**config.mk**
```make
export PLATFORM = sky130hd
export DESIGN_NAME = fetch_unit
export DESIGN_NICKNAME = d
export VERILOG_FILES = /design/src/rtl/fetch_unit.sv
export SDC_FILE = /design/constraint.sdc
export NUM_CORES = 1
export LEC_CHECK = 0
export ABC_CLOCK_PERIOD_IN_PS = 5200
export CAP_MARGIN = 10
export CORE_UTILIZATION = 25
export DETAILED_ROUTE_END_ITERATION = 10
export PLACE_DENSITY = 0.56
export SETUP_SLACK_MARGIN = 0.3
export SYNTH_ARGS = -nofsm -noshare
export SYNTH_HDL_FRONTEND = slang
export SYNTH_SLANG_ARGS = --single-unit
```
**constraint.sdc**
```tcl
create_clock -name ref_clk -period 5.2 [get_ports ref_clk]
set_input_delay 1.04 -clock ref_clk [delete_from_list [all_inputs] [get_ports ref_clk]]
set_output_delay 1.04 -clock ref_clk [all_outputs]
set_load 0.1 [all_outputs]
```
**src/rtl/fetch_unit.sv**
```systemverilog
// fetch_unit: instruction fetch with single-outstanding memory port, in-order queue and redirect flush
module fetch_unit #(
    parameter logic [31:0] RESET_PC = 32'h0000_0000,
    parameter int          QDEPTH   = 2
) (
    input  logic        ref_clk,
    input  logic        reset,
    output logic        imem_req,
    output logic [31:0] imem_addr,
    input  logic        imem_gnt,
    input  logic        imem_rvalid,
    input  logic [31:0] imem_rdata,
    input  logic        redirect,
    input  logic [31:0] redirect_pc,
    output logic        inst_valid,
    output logic [31:0] inst_data,
    output logic [31:0] inst_pc,
    input  logic        inst_ready
);
    localparam int PW = $clog2(QDEPTH);
    localparam int CW = PW + 1;
    localparam logic [0:0] S_FETCH = 1'b0;
    localparam logic [0:0] S_DROP  = 1'b1;

    logic [0:0]    r_state;
    logic          r_armed;
    logic          r_out;
    logic [31:0]   r_pc;
    logic [31:0]   r_out_pc;
    logic [31:0]   r_q_data [QDEPTH];
    logic [31:0]   r_q_pc   [QDEPTH];
    logic [PW-1:0] r_rd;
    logic [PW-1:0] r_wr;
    logic [CW-1:0] r_count;
    logic          w_pop;
    logic          w_grant;
    logic          w_rsp;
    logic          w_push;
    logic          w_out_next;
    logic [CW-1:0] w_used;

    assign inst_valid = r_count != '0;
    assign inst_data  = inst_valid ? r_q_data[r_rd] : '0;
    assign inst_pc    = inst_valid ? r_q_pc[r_rd] : '0;
    assign w_pop      = inst_valid & inst_ready;
    // slots committed after this cycle: queued entries minus the one leaving, plus the in-flight fetch
    assign w_used     = r_count - CW'(w_pop) + CW'(r_out);
    // a new fetch may go out in the same cycle the previous response lands, keeping one in flight
    assign imem_req   = r_armed & (r_state == S_FETCH) & (~r_out | imem_rvalid) & (w_used < CW'(QDEPTH));
    assign imem_addr  = r_pc;
    assign w_grant    = imem_req & imem_gnt;
    assign w_rsp      = r_out & imem_rvalid;
    assign w_push     = w_rsp & (r_state == S_FETCH) & ~redirect;
    assign w_out_next = w_grant | (r_out & ~imem_rvalid);

    // fetch PC, outstanding tracking and FETCH/DROP state; a redirect with a fetch still in flight must drop its response
    always_ff @(posedge ref_clk or negedge reset) begin
        if (!reset) begin
            r_state  <= S_FETCH;
            r_armed  <= 1'b0;
            r_out    <= 1'b0;
            r_pc     <= RESET_PC;
            r_out_pc <= '0;
        end else begin
            r_armed  <= 1'b1;
            r_out    <= w_out_next;
            r_out_pc <= w_grant ? r_pc : r_out_pc;
            r_pc     <= redirect ? (redirect_pc & 32'hFFFF_FFFC) : w_grant ? r_pc + 32'd4 : r_pc;
            r_state  <= redirect ? (w_out_next ? S_DROP : S_FETCH)
                      : (r_state == S_DROP && w_rsp) ? S_FETCH : r_state;
        end
    end

    // queue pointers and occupancy; redirect flushes everything
    always_ff @(posedge ref_clk or negedge reset) begin
        if (!reset) begin
            r_rd    <= '0;
            r_wr    <= '0;
            r_count <= '0;
        end else if (redirect) begin
            r_rd    <= '0;
            r_wr    <= '0;
            r_count <= '0;
        end else begin
            r_rd    <= w_pop ? r_rd + 1'b1 : r_rd;
            r_wr    <= w_push ? r_wr + 1'b1 : r_wr;
            r_count <= r_count + CW'(w_push) - CW'(w_pop);
        end
    end

    // queue storage: instruction word with the PC it was fetched from
    always_ff @(posedge ref_clk) begin
        if (w_push) begin
            r_q_data[r_wr] <= imem_rdata;
            r_q_pc[r_wr]   <= r_out_pc;
        end
    end
endmodule

```
## Word-level counts from Yosys, hierarchy flattened

Memories as Yosys holds them, arrays and structs flattened.
Index checks and enable logic that the tools add are counted.
Widths: inputs -> output; s select.

| cells by class | value |
|---|---|
| $add $sub $neg | 7 |
| magnitude comparators | 1 |
| mux-type cells | 14 |
| bitwise gates (word level) | 15 |
| reduce and logical (&&, ||, !) cells | 6 |

Operators by type and width:

| kind | number |
|---|---|
| $mux 32 | 4 |
| $add 32x3->32 const B | 1 |
| $reduce_bool 2->1 | 5 |
| $and 1x1->1 | 9 |
| $mux 1 | 9 |
| $add 2x1->2 | 2 |
| $not 1->1 | 4 |
| $sub 2x1->2 | 2 |
| $add 1x1->1 const B | 2 |
| $lt 2x2->1 const B | 1 |
| $mux 2 | 1 |
| $or 1x1->1 | 2 |
| $logic_and 1x1->1 | 1 |

| word-level totals | value |
|---|---|
| register bits after elaboration | 71 |
| bits in writable memories | 128 |
| input bits | 70 |
| logic and storage cells | 53 |
| memories | 2 |

Memories:

| name | words | bits a word | read ports | clocked after Yosys merged registers in | write ports | line | source |
|---|---|---|---|---|---|---|---|
| r_q_data | 2 | 32 | 1 | 0 | 1 | 30 | `logic [31:0] r_q_data [QDEPTH];` |
| r_q_pc | 2 | 32 | 1 | 0 | 1 | 31 | `logic [31:0] r_q_pc [QDEPTH];` |

## Logic depth before layout (Yosys ltp)

| logic depth | value |
|---|---|
| word-level depth | 10 |
| gate-level depth with buffers | 10 |
| mapped depth without buffers | 8 |

## Worst setup path after synthesis

Ideal clock, no wire load.

| path | value |
|---|---|
| path kind | input -> output |
| start point | in inst_ready |
| end point | out imem_req |
| data arrival time | 4017 ps |
| data required time | 4160 ps |
| slack | 143 ps |
| cell stages on the path | 4 |
| path through | or2b_2 xnor2_1 buf_2 a211oi_1 |

| between the ends | value |
|---|---|
| word-level cells in the longest chain between the ends | 5 |

Ends and longest elaborated chain:

| element | line | source |
|---|---|---|
| start, declared | 18 | `input logic inst_ready` |
| $and 1x1->1 | 45 | `assign w_pop = inst_valid & inst_ready;` |
| $sub 2x1->2 | 47 | `assign w_used = r_count - CW'(w_pop) + CW'(r_out);` |
| $add 2x1->2 | 47 |  |
| $lt 2x2->1 | 49 | `assign imem_req = r_armed & (r_state == S_FETCH) & (~r_out \| imem_rvalid) & (w_used < CW'(QDEPTH));` |
| $and 1x1->1 | 49 |  |
| end, declared | 8 | `output logic imem_req,` |

No other way between the ends.

## Final worst setup path

| path | value |
|---|---|
| start point | reg r_count[0] |
| end point | out inst_pc[22] |

| between the ends | value |
|---|---|
| word-level cells in the longest chain between the ends | 2 |

Ends and longest elaborated chain:

| element | line | source |
|---|---|---|
| start, declared | 34 | `logic [CW-1:0] r_count;` |
| start signal, assigned | 87 | `r_count <= r_count + CW'(w_push) - CW'(w_pop);` |
| $reduce_bool 2->1 | 42 | `assign inst_valid = r_count != '0;` |
| $mux 32 | 44 | `assign inst_pc = inst_valid ? r_q_pc[r_rd] : '0;` |
| end, declared | 17 | `output logic [31:0] inst_pc,` |

No other way between the ends.

==> run metrics <==
delay of the slowest critical-path stage=1.00 ns; relative slew slack=27.2%; #FFs+latches synth=191; DIE HEIGHT=183 µm; EDFF count, synth=124; # fillers=3199; cell chosen for the clock root=clkbuf_16; Post-Synth Simple-Gate Area=11.2%; via count=5244; WL final=19.7 mm; total gr overflow=0; Multi-input gate area=0.00261 mm²; crit-path cells=nor2_4 -> buf_4 -> nor2_1 -> clkdlybuf4s50_1; status=finished, final reports clean; maximum clock frequency=230 MHz; total power per unit cell area=657 mW/mm²; TritonCTS clock tree=yes; top-level port count=168; initial antenna violation count=0; post-synth cell types=52; Final Hold Violating Endpoints=0; CP startpoint kind=register; Resize count post-CTS=0; Clock Skews=0.00960 ns; XOR/XNOR Fraction of Synth Area=1.61%; CP top delay family=buffers and inverters; largest family of logic cells by synthesized area=multiplexers; share of cells above drive strength 1=12.3%; post-synth top area cell=edfxtp_1; # diodes=0; initial DRC count=278; via density per instance=4.34; gpl congestion=0.719; cts hold-fix bufs=0; Post-synth ARST share=35.1%; cell with the most instances after synthesis=edfxtp_1; Slowest-stage cell, CP=clkdlybuf4s50_1; max-cap violation count=0; actual transition at the worst max-transition pin=1.09 ns; Final min period=4.34 ns; Post-Synthesis Cells=603; Post-route DRC=0; critical path class=reg -> out; synthesized cell area=0.00816 mm²; Seq/Total Area, Yosys=66.1%; Tcrit/Tclk final=83.5%; clk sinks=191; Area contributors post-synth=edfxtp_1 (46%), dfrtp_1 (21%), mux2i_1 (8.8%), mux2_2 (4.1%), nor2_1 (3.9%); final net count=832; Max Fanout on Critical Path=44; top post-synthesis cells by count=edfxtp_1 (124), nor2_1 (84), mux2i_1 (72); Synthesis Warnings=0; CP Data Required Time=4.16 ns; overall routing resource usage=12.0%; Reg clk slew, reported paths=0.07 ns; largest net degree at the start of global routing=68; CP Buf/Inv Count=2; htree depth=4; Synth Flop Type=edfxtp_1; vias in the first global route=5092; Leakage=3.68 nW; post-synthesis compound-gate area fraction=5.18%; PortBufs=161; Avg WL per Cell=16.3 µm; Yosys top cell area share=45.6%; Placed Cells=1175; Slew Limit Fails=0; starting density of the core=25.6%; maximum vdd drop=0.320 mV; Synth Area in Adders=0.460%; Die ar.=0.0334 mm²; Die Wd=183 µm; HP Class=reg -> reg; Num CTS Buffers=17; Rows=65; Post-Layout Cell Count=1207; Post-DRT Antenna Nets=0; unrepaired setup endpoints after global routing=false; Clock Latency Late Sink=0.43 ns; Synth Area per Inst=13.5 µm²; Area Overhead vs Synth=32.5%; final setup violation count=0; first-pass GRT wire length=30.1 mm; multiplexer area fraction after synthesis=13.0%; crit path capture type=primary output; sequential cell area=0.00540 mm²; clk buf depth=2; Final HPWL DP=12.7 mm; setup tns final=0 ns; first drt pass iteration count=4; CP Data Arrival Time=3.30 ns; core area=0.0319 mm²; Post-CTS Setup Bufs=0
[sequential cells by signal, indices dropped and copies added, names as in the netlist]
name / cells
imem_addr: 30
r_q_data: 64
r_out: 1
r_count: 2
r_out_pc: 30
r_rd: 1
r_armed: 1
r_wr: 1
r_q_pc: 60
r_state: 1
[through the flow]
stage / instance area [µm²] / hold slack [ns] / total power, W / setup WS [ns] / utilization (%)
after floorplan: 8180 / 0.437 / 0.00498 / 1.11 / -
after global placement: 10300 / 0.444 / 0.00589 / 1.24 / 32.2
after detailed placement: 10300 / 0.450 / 0.00590 / 1.23 / 32.2
after CTS: 10800 / 0.465 / 0.00722 / 0.732 / 33.9
after global routing: 10800 / 0.476 / 0.00741 / 0.618 / 33.9
final: 10800 / 0.463 / 0.00711 / 0.857 / 33.9
[report_power, final]
group | leakage [nW] | switching [W] | internal (W)
Sequential | 1.89 | 0.000235 | 0.00189
Combinational | 1.51 | 0.00280 | 0.000892
Clock | 0.280 | 0.000637 | 0.000646
[area by class of cell]
class / count / share of cell area (%)
Clock buffer: 18 / 4.06
Clock inverter: 14 / 1.10
Inverter: 6 / 0.208
Multi-Input combinational cell: 372 / 24.1
Sequential cell: 191 / 50.0
Tap cell: 435 / 5.03
Timing Repair Buffer: 171 / 15.5
[routing by layer]
layer	wire length (µm)	GRT usage [%]	vias to the layer above
li1	-	-	2519
met1	9390	16.4	2579
met2	9220	19.3	132
met3	896	2.65	14
met4	174	2.99	0
met5	0	0	-
[worst paths after layout]
kind	from	to	slack (ns)	depth (start not counted)
hold reg to reg	r_out_pc[29]$_DFFE_PN0P_	r_q_pc[0][29]$_DFFE_PP_	0.46	0
min in group asynchronous	reset	imem_addr[26]$_DFFE_PN0P_	0.75	1
hold / removal	r_out_pc[29]$_DFFE_PN0P_	r_q_pc[0][29]$_DFFE_PP_	0.46	0
setup / recovery	r_count[0]$_DFF_PN0_	inst_pc[22]	0.86	4
max in group asynchronous	reset	r_rd$_DFFE_PN0P_	3.73	1
setup reg to reg	r_count[0]$_DFF_PN0_	r_state$_DFFE_PN0P_	2.31	5
[layout by cell type (no fill, tap or decap), drive strengths merged, types with 4 or more instances in the layout]
cell type,instances
buf,13
and4,4
inv,16
nor2b,10
nor3,6
nor2,85
a31oi,6
clkbuf,18
xnor2,11
and3,9
a22oi,7
conb,5
o21ai,18
nand2,39
dfrtp,67
clkdlybuf4s50,158
mux2i,72
nand3,14
a2111oi,10
edfxtp,124
or3,4
mux2,30
xor2,4
nand4,6
[worst reg2reg max path: cells and delay by family, from the launching register on]
family / cells / cell delay (ns)
DFF: 1 / 0.63
and+or+nand+nor: 2 / 0.63
AOI/OAI and AO/OA: 3 / 1.53
[logic make-up (layout without fill, tap and decap cells)]
family,after synthesis,after routing
and+or+nand+nor,192,192
other,2,5
DFF,191,191
xor gates and xnor gates,15,15
muxes,102,102
adders and majority gates,3,3
buffers and inverters,43,209
AOI/OAI and AO/OA,55,55
(Power assumes the default switching activity.)
==> variant: new RTL, same flow settings <==
Reset style: synchronous (`reset`), changed in 2 clocked blocks.
--- a/src/rtl/fetch_unit.sv
+++ b/src/rtl/fetch_unit.sv
@@ -54,7 +54,7 @@
     assign w_out_next = w_grant | (r_out & ~imem_rvalid);
 
     // fetch PC, outstanding tracking and FETCH/DROP state; a redirect with a fetch still in flight must drop its response
-    always_ff @(posedge ref_clk or negedge reset) begin
+    always_ff @(posedge ref_clk) begin
         if (!reset) begin
             r_state  <= S_FETCH;
             r_armed  <= 1'b0;
@@ -72,7 +72,7 @@
     end
 
     // queue pointers and occupancy; redirect flushes everything
-    always_ff @(posedge ref_clk or negedge reset) begin
+    always_ff @(posedge ref_clk) begin
         if (!reset) begin
             r_rd    <= '0;
             r_wr    <= '0;
Behaviour: differs if reset is asserted again (counterexample within 4 cycles, from zero or initial values and one cycle with reset low); with reset held inactive, the same outputs for 4 cycles.
==> variant against the original RTL <==
  * Core utilization down 0.21 points
  * Sequential cell count increased by 1
  * Die area shrank 1.1%
  * Global-route usage increased by 0.98 points
  * Area after synthesis down 1.1%
  * Via count increased by 9.0%
  * Design area decreased by 1.4%
  * Critical path depth is the same
  * Wire length increased by 7.0%
  * Worst setup slack improved by 0.18 ns
Power is not compared: it rests on default switching activity, and its combinational part moved more than twofold at a synthesized area within 25%.
==> variant: results <==
{
  "reg.largest.list": "r_q_data: 64 flops, r_q_pc: 60 flops",
  "synth_cell_types": 53,
  "ys.flop_type": "edfxtp_1",
  "numSequentialCells": 192,
  "place.detailed.hpwl_um": 13900,
  "max-slew-margin-rel": 0.287,
  "grt_start_max_net_pins": 66,
  "worst_setup_timing_slack_at_the_placement_stage_ns": 1.36,
  "outcome": "completed",
  "critical-path-max-stage-delay_ns": 1.14,
  "post_synth_main_area_contributors": "edfxtp_1 46%, dfxtp_1 17%, mux2i_1 7.8%",
  "clock_buffers": 18,
  "gp_routability_congestion": 0.743,
  "max_clock_freq_ghz": 0.240,
  "regToRegEndpoint": "imem_addr[13]",
  "grt_pass1_wl_um": 32400,
  "via_per_inst": 4.57,
  "num_antenna_cells": 0,
  "design.final.nets": 908,
  "route.vias.total": 5716,
  "switchingPower_uw": 945,
  "buffering_overhead": 0.158,
  "placed_cells_incl_taps": 1219,
  "worst_r2r_startpoint": "r_count[1]",
  "synthCells": 696,
  "timing.reg2reg.setup_slack_ns": 2.53,
  "synth_enable_flop_cells": 124,
  "drtPass1Iterations": 4,
  "yosysWarnings": 0,
  "clock_cell_area_share": 0.0550,
  "post_route_cells_drive_above_1_share": 0.0577,
  "worstSetupEndpoint": "inst_data[8]",
  "async_flop_share": 0,
  "regArea_sq_mm": 0.00509,
  "worstPathArrival_ns": 3.12,
  "timing.clock.skew_ns": 0.0214,
  "critical_path_peak_fanout": 50,
  "inv_count": 6,
  "hold_depth": 0,
  "avgRoutedWirePerCell_um": 16.8,
  "synth.top_cells.by_count": "124 x edfxtp_1, 86 x nor2_1, 83 x nand2_1",
  "fillCellCount": 3159,
  "vias_in_the_first_global_route": 5553,
  "initialDrtViolationCount": 280,
  "final.signal_buffer_count": 170,
  "number_of_buffers_added_for_setup_after_cts": 0,
  "total_number_of_multi_input_combinational_cells": 449,
  "seq_area_frac_synth": 0.630,
  "gr-usage-all-layers": 0.130,
  "multi_input_gate_share_of_the_layout_cell_area": 0.261
}
-- variant: worst max-delay path, delay by kind of cell (launching register included) --
| kind | cells | cell delay [ns] |
|---|---|---|
| buf+inv | 2 | 1.48 |
| flops | 1 | 0.97 |
| simple gates | 1 | 0.10 |
| mux | 1 | 0.09 |
-- variant: through the flow --
| step | cell area, sq um | power [uW] |
|---|---|---|
| 4_1_cts | 10700 | 3410 |
| 2_1_floorplan | 8100 | 1960 |
| 6_report | 10700 | 3360 |
| 3_5_place_dp | 10100 | 2100 |
| 3_3_place_gp | 10100 | 2100 |
| 5_1_grt | 10700 | 3500 |
-- variant: metal layers --
metal  track usage  vias up  wire length, um  share of wire
li1              -     2823                -              -
met1         0.163     2727             9530           0.45
met2         0.215      149            10100           0.48
met3        0.0319       17             1120          0.053
met4        0.0492        0              361          0.017
met5             0        -                0              0
-- variant: cell families (layout without fill, tap and decap cells) --
family | after synthesis | in the layout | synth area share
and+or+nand+nor | 266 | 266 | 0.156
DFF | 192 | 192 | 0.630
AOI/OAI and AO/OA | 105 | 105 | 0.0922
muxes | 63 | 63 | 0.0781
buffers and inverters | 58 | 208 | 0.0313
xor gates and xnor gates | 9 | 9 | 0.00976
adders and majority gates | 2 | 2 | 0.00310
other | 1 | 4 | 0.000464
-- variant: worst min path at each step --
stage / slack (ns) / startpoint / endpoint
final: 0.45 / r_out_pc[20] / r_q_pc[0][20]
after global routing: 0.45 / r_out_pc[20] / r_q_pc[0][20]
after CTS: 0.45 / r_out_pc[20] / r_q_pc[0][20]
after detailed placement: 0.44 / r_out_pc[28] / r_q_pc[0][28]
after global placement: 0.43 / r_out_pc[24] / r_q_pc[0][24]
after floorplan: 0.43 / r_out_pc[10] / r_q_pc[0][10]
